--- src/rtl/time_display_io.sv ---
// rtl/time_display_io.sv - tear-free HH:MM:SS 7-segment driver with alarm blink and key debounce
module time_display_io #(
    parameter int SAMPLE_CYCLES     = 50_000,
    parameter int DEBOUNCE_CYCLES   = 1_000_000,
    parameter int BLINK_HALF_CYCLES = 12_500_000
) (
    input  logic        clk_clk,
    input  logic        reset_reset_n,
    input  logic [15:0] hours_export,
    input  logic [15:0] minutes_export,
    input  logic [15:0] seconds_export,
    input  logic        alarm_export,
    input  logic [3:0]  key_n,
    output logic [6:0]  hex5,
    output logic [6:0]  hex4,
    output logic [6:0]  hex3,
    output logic [6:0]  hex2,
    output logic [6:0]  hex1,
    output logic [6:0]  hex0,
    output logic [3:0]  btn_level,
    output logic [3:0]  btn_pulse,
    output logic        alarm_led
);

    localparam int SW = $clog2(SAMPLE_CYCLES + 1);
    localparam int DW = $clog2(DEBOUNCE_CYCLES + 1);
    localparam int BW = $clog2(BLINK_HALF_CYCLES + 1);
    localparam logic [6:0] DASH = 7'b0111111;

    logic [SW-1:0] samp_cnt_q, samp_cnt_d;
    logic [23:0]   samp_q, samp_d, disp_q, disp_d;
    logic          samp_vld_q, samp_vld_d, committed_q, committed_d;
    logic [41:0]   hex_q, hex_d;
    logic [1:0]    alarm_sync_q, alarm_sync_d;
    logic [BW-1:0] blink_cnt_q, blink_cnt_d;
    logic          phase_q, phase_d;
    logic [3:0]    key_s1_q, key_s1_d, key_s2_q, key_s2_d;
    logic [3:0]    btn_level_q, btn_level_d, btn_pulse_q, btn_pulse_d;
    logic [DW-1:0] deb_cnt_q [4];
    logic [DW-1:0] deb_cnt_d [4];
    logic [3:0]    pressed;
    logic [23:0]   cur;
    logic          unused_hi;

    assign cur       = {hours_export[7:0], minutes_export[7:0], seconds_export[7:0]};
    assign unused_hi = ^{hours_export[15:8], minutes_export[15:8], seconds_export[15:8]};

    function automatic logic [6:0] seg7(input logic [3:0] d);
        case (d)
            4'd0:    seg7 = 7'b1000000;
            4'd1:    seg7 = 7'b1111001;
            4'd2:    seg7 = 7'b0100100;
            4'd3:    seg7 = 7'b0110000;
            4'd4:    seg7 = 7'b0011001;
            4'd5:    seg7 = 7'b0010010;
            4'd6:    seg7 = 7'b0000010;
            4'd7:    seg7 = 7'b1111000;
            4'd8:    seg7 = 7'b0000000;
            4'd9:    seg7 = 7'b0010000;
            default: seg7 = 7'b1111111;
        endcase
    endfunction

    function automatic logic [13:0] decode_field(input logic [7:0] v, input logic [7:0] lim);
        logic [3:0] tens;
        logic [3:0] ones;
        tens = 4'(v / 8'd10);
        ones = 4'(v % 8'd10);
        if (v < lim) decode_field = {seg7(tens), seg7(ones)};
        else         decode_field = {DASH, DASH};
    endfunction

    always_comb begin
        samp_cnt_d  = samp_cnt_q + 1'b1;
        samp_d      = samp_q;
        samp_vld_d  = samp_vld_q;
        disp_d      = disp_q;
        committed_d = committed_q;
        // A snapshot is only shown once two consecutive ticks agree, so a half-written time never appears.
        if (samp_cnt_q == SW'(SAMPLE_CYCLES - 1)) begin
            samp_cnt_d = '0;
            samp_d     = cur;
            samp_vld_d = 1'b1;
            if (samp_vld_q && cur == samp_q) begin
                disp_d      = cur;
                committed_d = 1'b1;
            end
        end

        if (committed_q)
            hex_d = {decode_field(disp_q[23:16], 8'd24),
                     decode_field(disp_q[15:8], 8'd60),
                     decode_field(disp_q[7:0], 8'd60)};
        else
            hex_d = '1;

        alarm_sync_d = {alarm_sync_q[0], alarm_export};
        blink_cnt_d  = blink_cnt_q + 1'b1;
        phase_d      = phase_q;
        if (!alarm_sync_q[1]) begin
            blink_cnt_d = '0;
            phase_d     = 1'b1;
        end else if (blink_cnt_q == BW'(BLINK_HALF_CYCLES - 1)) begin
            blink_cnt_d = '0;
            phase_d     = ~phase_q;
        end

        key_s1_d    = key_n;
        key_s2_d    = key_s1_q;
        pressed     = ~key_s2_q;
        btn_level_d = btn_level_q;
        for (int i = 0; i < 4; i++) begin
            deb_cnt_d[i] = '0;
            if (pressed[i] != btn_level_q[i]) begin
                if (deb_cnt_q[i] == DW'(DEBOUNCE_CYCLES - 1))
                    btn_level_d[i] = pressed[i];
                else
                    deb_cnt_d[i] = deb_cnt_q[i] + 1'b1;
            end
        end
        btn_pulse_d = btn_level_d & ~btn_level_q;
    end

    always_ff @(posedge clk_clk or negedge reset_reset_n) begin
        if (!reset_reset_n) begin
            samp_cnt_q   <= '0;
            samp_q       <= '0;
            samp_vld_q   <= 1'b0;
            disp_q       <= '0;
            committed_q  <= 1'b0;
            hex_q        <= '1;
            alarm_sync_q <= '0;
            blink_cnt_q  <= '0;
            phase_q      <= 1'b1;
            key_s1_q     <= '1;
            key_s2_q     <= '1;
            btn_level_q  <= '0;
            btn_pulse_q  <= '0;
            for (int i = 0; i < 4; i++) deb_cnt_q[i] <= '0;
        end else begin
            samp_cnt_q   <= samp_cnt_d;
            samp_q       <= samp_d;
            samp_vld_q   <= samp_vld_d;
            disp_q       <= disp_d;
            committed_q  <= committed_d;
            hex_q        <= hex_d;
            alarm_sync_q <= alarm_sync_d;
            blink_cnt_q  <= blink_cnt_d;
            phase_q      <= phase_d;
            key_s1_q     <= key_s1_d;
            key_s2_q     <= key_s2_d;
            btn_level_q  <= btn_level_d;
            btn_pulse_q  <= btn_pulse_d;
            for (int i = 0; i < 4; i++) deb_cnt_q[i] <= deb_cnt_d[i];
        end
    end

    assign {hex5, hex4, hex3, hex2, hex1, hex0} = phase_q ? hex_q : {42{1'b1}};
    assign alarm_led = alarm_sync_q[1] & phase_q;
    assign btn_level = btn_level_q;
    assign btn_pulse = btn_pulse_q;

endmodule

--- config.mk ---
export PLATFORM = sky130hd
export DESIGN_NAME = time_display_io
export DESIGN_NICKNAME = d
export VERILOG_FILES = /design/src/rtl/time_display_io.sv
export SDC_FILE = /design/constraint.sdc
export NUM_CORES = 1
export LEC_CHECK = 0
export ABC_CLOCK_PERIOD_IN_PS = 3350
export BUFFER_PORTS_ARGS = -buffer_cell sky130_fd_sc_hd__buf_4
export CORE_UTILIZATION = 50
export DETAILED_ROUTE_END_ITERATION = 7
export HOLD_SLACK_MARGIN = 0.06
export PLACE_DENSITY = 0.68
export SLEW_MARGIN = 40
export SYNTH_ARGS = -nofsm -noshare
export SYNTH_HDL_FRONTEND = slang
export SYNTH_SLANG_ARGS = --single-unit
--- constraint.sdc ---
create_clock -name clk_clk -period 3.35 [get_ports clk_clk]
set_input_delay 0.335 -clock clk_clk [delete_from_list [all_inputs] [get_ports clk_clk]]
set_output_delay 0.335 -clock clk_clk [all_outputs]
set_load 0.03 [all_outputs]
==> results of run 1 <==
sequential cells by signal (all words and copies together) (netlist names):
signal / cells
samp_cnt_q: 16
hex_q: 42
phase_q: 1
samp_q: 24
deb_cnt_q: 80
btn_pulse: 4
disp_q: 24
key_s2_q: 4
btn_level: 4
committed_q: 1
samp_vld_q: 1
blink_cnt_q: 24
key_s1_q: 4
alarm_sync_q: 2
power breakdown:
group | internal, W | leakage (nW) | switching [W]
clock network | 0.00154 | 0.385 | 0.00109
logic | 0.0000798 | 3.23 | 0.000121
registers | 0.00282 | 2.89 | 0.0000189
total | 0.00444 | 6.51 | 0.00123
cell families after synthesis:
family / after synthesis
simple gates: 629
flops: 231
compound gates: 219
xor+xnor: 146
buf+inv: 128
mux: 46
fa+ha+maj: 39
layer usage:
| layer | up-vias | wire, um |
|---|---|---|
| met4 | 0 | 453 |
| met5 | - | 0 |
| met2 | 195 | 12800 |
| li1 | 5143 | - |
| met1 | 5101 | 13600 |
| met3 | 35 | 1130 |
Yosys cell counts (all sizes together) (5+ instances only):
master / instances
nor4bb: 6
a21oi: 39
nand3: 66
nor4b: 9
xnor2: 71
and3: 22
nand2b: 64
a32oi: 6
clkbuf: 34
o22ai: 6
dfstp: 51
nor3b: 10
or2: 5
nand2: 162
and2: 14
dfrtp: 180
nor3: 18
nor2: 154
xor2: 75
o31ai: 9
mux2i: 19
inv: 48
o2111ai: 5
ha: 35
nor2b: 16
or3: 13
nand3b: 7
a211oi: 5
buf: 46
and3b: 6
nor4: 14
a31oi: 9
o21ai: 72
mux2: 27
nand4: 21
and4: 8
o21a: 6
o221ai: 10
how the worst max path moves through the flow:
stage	start	end	cells after the start
finish	disp_q[3]	hex_q[6]	11
global route	disp_q[13]	hex_q[18]	12
CTS	disp_q[3]	hex_q[6]	11
detailed placement	disp_q[3]	hex_q[6]	11
global placement	disp_q[3]	hex_q[6]	11
floorplan	disp_q[3]	hex_q[6]	12
layout make-up:
cell class,instances,area [um2],area share (%)
multi-input cells,1079,7170,46.0
flip-flops and latches,231,5840,37.5
repair buffers,143,1200,7.67
clock buffers,36,707,4.53
well taps,341,427,2.73
inverters,48,180,1.15
clock inverters,9,75.1,0.481
metrics by stage:
stage          power, W  worst slack (ns)
4_1_cts         0.00573             0.256
3_5_place_dp    0.00306             0.287
6_report        0.00567             0.235
3_3_place_gp    0.00306             0.304
5_1_grt         0.00589            0.0235
2_1_floorplan   0.00294             0.491
critical path, stage by stage, from the launching register on:
cell and delay, ns:
dfrtp_1 0.54, or3b_1 0.43, a31oi_1 0.25, a2bb2oi_1 0.14, maj3_2 0.33, o21ai_2 0.20, inv_2 0.09, xnor2_1 0.18
ha_1 0.17, inv_1 0.05, maj3_2 0.31, o41ai_2 0.33
repair_timing:
action / 4_1_cts / 5_1_grt
endpoints found under the hold margin: 107 / 0
hold buffers: 28 / 0
setup endpoints to repair: 0 / 0
gates resized for setup: 0 / 0
setup buffers: 0 / 0
==> results.py, run 1 <==
metrics = {
    "run_status": {
        "outcome": "finished, final reports clean",
    },
    "final_layout": {
        "fin_area_um2": 15600,
        "drive_gt1_share_pct": 17.3,
        "fill_cells": 2289,
        "mostFrequentLayoutCell": "dfrtp_1",
        "final_nets": 1618,
        "final_util_pct": 58.2,
        "final_cells": 1887,
        "syn2layout_area_growth_pct": 14.6,
        "final_cell_mix": "dfrtp_1, nand2_1, nor2_1",
        "diodes": 0,
    },
    "logic_synthesis": {
        "synthXorXnorAreaFrac_pct": 9.50,
        "yosys-top-cells-area": "dfrtp_1, dfstp_2, xor2_1",
        "synth_top_area_share_pct": 33.1,
        "ys_ff_latch": 231,
        "synth_compound_area_share_pct": 11.4,
        "synth_cell_type_count": 99,
        "synthArstFlopShare_pct": 100,
        "synth.cell_area_um2": 13600,
        "syn-instance-count": 1438,
        "synth_top_cell_by_area": "dfrtp_1",
        "yosys.area_share.adder_pct": 3.53,
        "yosysWarnings": 0,
        "synth_top_family_by_area": "simple AND/OR/NAND/NOR gates",
        "ys.flop_type": "dfrtp_1",
        "synth_edf_count": 0,
        "syn_nets": 1528,
        "muxShareOfSynthArea_pct": 4.15,
        "synthSimpleGateAreaFrac_pct": 24.0,
        "ys_seq_area_share_pct": 42.9,
        "syn_area_per_cell_um2": 9.47,
    },
    "sta": {
        "holdWs_ns": 0.0832,
        "period_needed_ns": 3.11,
        "fin_tns_setup_ns": 0,
        "skew_ns": 0.00944,
        "slew_violations": 0,
        "grt_setup_unrepaired": "no",
        "worstMarginPinSlew_ns": 0.727,
        "period_share_pct": 93.0,
        "max_slew_margin_pct": 51.5,
        "hold_violations": 0,
        "max_freq_mhz": 321,
        "setup_viol": 0,
    },
    "route": {
        "drtAntennaViolNets": 0,
        "drc_errors": 0,
        "drt_iter0_drc": 888,
        "wl_um": 28100,
        "wl_per_cell_um": 14.9,
        "num_vias": 10500,
        "drt_pre_antenna_iters": 5,
        "via_per_inst": 5.55,
    },
    "power": {
        "leakagePower_nw": 6.51,
        "pwr_density_cell_nw_per_um2": 363,
        "ir_drop_mv": 0.303,
    },
    "floorplan": {
        "die-area_um2": 27900,
        "rows": 60,
        "die_h_um": 167,
        "io_pins": 106,
        "initial_core_util_pct": 50.8,
        "die_x_um": 167,
        "coreArea_um2": 26800,
    },
    "cts": {
        "clk_latency_ns": 0.52,
        "cts_buffers": 25,
        "cts_tree": "done",
        "cts_buffer_depth": 3,
        "cts-root-buf": "clkbuf_16",
        "clkSlewWorstSetupHoldPaths_ns": 0.06,
        "clkSinkCount": 231,
        "htree_levels": 1,
    },
    "critical_path": {
        "required_ns": 3.77,
        "crit_fanout": 14,
        "r2r_start": "disp_q[3]",
        "rr_worst_depth": 11,
        "arrival_ns": 3.53,
        "regToRegSetupSlack_ns": 0.24,
        "end_kind": "register",
        "critPathKind": "reg -> reg",
        "start_kind": "register",
        "reg2reg_to": "hex_q[6]",
    },
    "min_path": {
        "holdPathEnd": "samp_q[22]",
        "min_from": "hours_export[6]",
        "hold_path_depth": 3,
        "hold_path_class": "in -> reg",
    },
    "global_routing": {
        "grt_use_total_pct": 20.5,
        "grt_pass1_vias": 9937,
        "top_usage_layer": "met2",
        "grt_pass1_wl_um": 48200,
        "grt_util_met3_pct": 2.61,
        "overflow": 0,
        "grt_max_degree": 98,
        "antenna_found_initial": 0,
        "grtUsageMet2_pct": 32.3,
        "met1_usage_pct": 30.1,
    },
    "job": {
        "cap_violations": 0,
    },
    "placement": {
        "placed_area_um2": 14500,
        "numPlacedInstances": 1813,
        "gp_congestion": 0.892,
        "dpl.hpwl_um": 19400,
        "port_buffers": 81,
    },
}
Note: power is estimated with default switching activity, not from simulation.
==> run 2, diff against run 1 <==
- RECOVER_POWER: unset -> 50
==> results.py, run 2 (synthesis gave the netlist of run 1 again) <==
metrics = {
    "power": {
        "power.share.clock_pct": 46.4,
        "pwr_density_cell_nw_per_um2": 364,
        "power_switching_w": 0.00123,
        "ir_drop_mv": 0.303,
        "pwr-share-seq_pct": 50.1,
        "swShare_pct": 21.7,
        "p_int_w": 0.00444,
        "combPwrFrac_pct": 3.5,
        "leakagePower_nw": 6.46,
    },
    "critical_path": {
        "required_ns": 3.77,
        "arrival_ns": 3.52,
        "reg2reg_to": "hex_q[6]",
        "critPathKind": "reg -> reg",
        "r2r_start": "disp_q[3]",
        "end_kind": "register",
        "rr_worst_depth": 11,
        "crit_fanout": 14,
        "regToRegSetupSlack_ns": 0.25,
        "start_kind": "register",
    },
    "run_status": {
        "failed_checks": "max-capacitance violations, max-slew violations",
        "outcome": "finished with violations",
    },
    "final_layout": {
        "mostFrequentLayoutCell": "dfrtp_1",
        "final_cell_mix": "dfrtp_1, nand2_1, nor2_1",
        "largest-register": "deb_cnt_q",
        "syn2layout_area_growth_pct": 14.2,
        "final_util_pct": 58.0,
        "largestRegisters": "deb_cnt_q (80), hex_q (42)",
        "drive_gt1_share_pct": 16.7,
        "final_nets": 1618,
        "largest_reg_flops": 80,
        "diodes": 0,
        "final_cells": 1887,
    },
    "floorplan": {
        "die_x_um": 167,
        "die_h_um": 167,
        "io_pins": 106,
        "initial_core_util_pct": 50.8,
        "die-area_um2": 27900,
        "coreArea_um2": 26800,
        "rows": 60,
    },
    "sta": {
        "max_slew_margin_pct": -50.5,
        "worst_slack_ns": 0.249,
        "fin_tns_setup_ns": 0,
        "hold_violations": 0,
        "max_freq_mhz": 322,
        "setup_viol": 0,
        "holdWs_ns": 0.0821,
        "skew_ns": 0.00832,
        "slew_violations": 33,
        "period_share_pct": 92.6,
        "grt_setup_unrepaired": "no",
        "period_needed_ns": 3.10,
        "worstMarginPinSlew_ns": 2.26,
    },
    "cts": {
        "cts_buffer_depth": 3,
        "postCtsResizedCells": 0,
        "clk_latency_ns": 0.52,
        "cts-root-buf": "clkbuf_16",
        "htree_levels": 1,
        "cts_tree": "done",
        "postCtsSetupBuffers": 0,
        "cts_buffers": 25,
        "clkSinkCount": 231,
        "clkSlewWorstSetupHoldPaths_ns": 0.06,
    },
    "global_routing": {
        "grt_use_total_pct": 20.5,
        "grt_max_degree": 98,
        "grt_pass1_wl_um": 48200,
        "overflow": 0,
        "grt_pass1_vias": 9937,
        "antenna_found_initial": 0,
    },
    "min_path": {
        "hold_path_depth": 3,
        "holdPathEnd": "samp_q[22]",
        "min_from": "hours_export[6]",
        "hold_path_class": "in -> reg",
    },
    "placement": {
        "gp_congestion": 0.892,
        "port_buffers": 81,
        "dpl.hpwl_um": 19400,
        "numPlacedInstances": 1813,
        "dp_worst_setup_slack_ns": 0.287,
    },
    "route": {
        "wl_per_cell_um": 14.9,
        "drt_pre_antenna_iters": 7,
        "wl_um": 28200,
        "drc_errors": 0,
        "drtAntennaViolNets": 0,
        "via_per_inst": 5.57,
        "num_vias": 10500,
        "drt_iter0_drc": 824,
    },
    "job": {
        "cap_violations": 1,
    },
}
run 2: changes by cell type in the layout (fill, tap and decap cells not counted), sizes merged:
cell / delta
buf: -15
clkbuf: +15
run 2: how the worst max path moves through the flow:
| stage | startpoint | cells after the start | slack, ns | end |
|---|---|---|---|---|
| finish | disp_q[3] | 11 | 0.25 | hex_q[6] |
| global route | disp_q[13] | 12 | 0.02 | hex_q[18] |
| CTS | disp_q[3] | 11 | 0.26 | hex_q[6] |
| detailed placement | disp_q[3] | 11 | 0.29 | hex_q[6] |
| global placement | disp_q[3] | 11 | 0.30 | hex_q[6] |
| floorplan | disp_q[3] | 12 | 0.49 | hex_q[6] |
run 2: stage by stage:
step                      area, um2  total power, W
after floorplan               13600         0.00294
after global placement        14500         0.00306
after detailed placement      14500         0.00306
after CTS                     15600         0.00573
after global routing          15600         0.00589
final                         15600         0.00566
run 2: area by class of cell:
type | count | area (um2)
Fill cell | 2298 | 11200
Inverter | 48 | 180
Clock buffer | 36 | 707
Timing Repair Buffer | 143 | 1150
Clock inverter | 9 | 75.1
Sequential cell | 231 | 5840
Multi-Input combinational cell | 1079 | 7170
Tap cell | 341 | 427
run 2: critical path, cell delays in order (launching register included):
cell       delay [ns]
dfrtp_1          0.53
or3b_1           0.43
a31oi_1          0.25
a2bb2oi_1        0.14
maj3_2           0.33
o21ai_2          0.20
inv_2            0.09
xnor2_1          0.18
ha_1             0.17
inv_1            0.05
maj3_2           0.31
o41ai_2          0.32
run 2: metal layers:
metal | track usage, % | share of wire (%) | vias to the layer above
met5 | 0 | 0 | -
met4 | 4.15 | 1.6 | 0
met3 | 2.61 | 3.9 | 36
li1 | - | - | 5144
met2 | 32.3 | 46 | 197
met1 | 30.1 | 49 | 5134
run 2: power groups by stage:
stage | logic [W] | clock network (W) | registers (W)
2_1_floorplan | 0.0000548 | 0 | 0.00288
3_3_place_gp | 0.000174 | 0 | 0.00288
3_5_place_dp | 0.000175 | 0 | 0.00288
4_1_cts | 0.000202 | 0.00269 | 0.00284
5_1_grt | 0.000225 | 0.00283 | 0.00284
6_report | 0.000199 | 0.00263 | 0.00284
run 2: repair_timing:
item                                    CTS  global route
endpoints found under the hold margin   107             0
endpoints found under the setup margin    0             0
hold buffers                             28             0
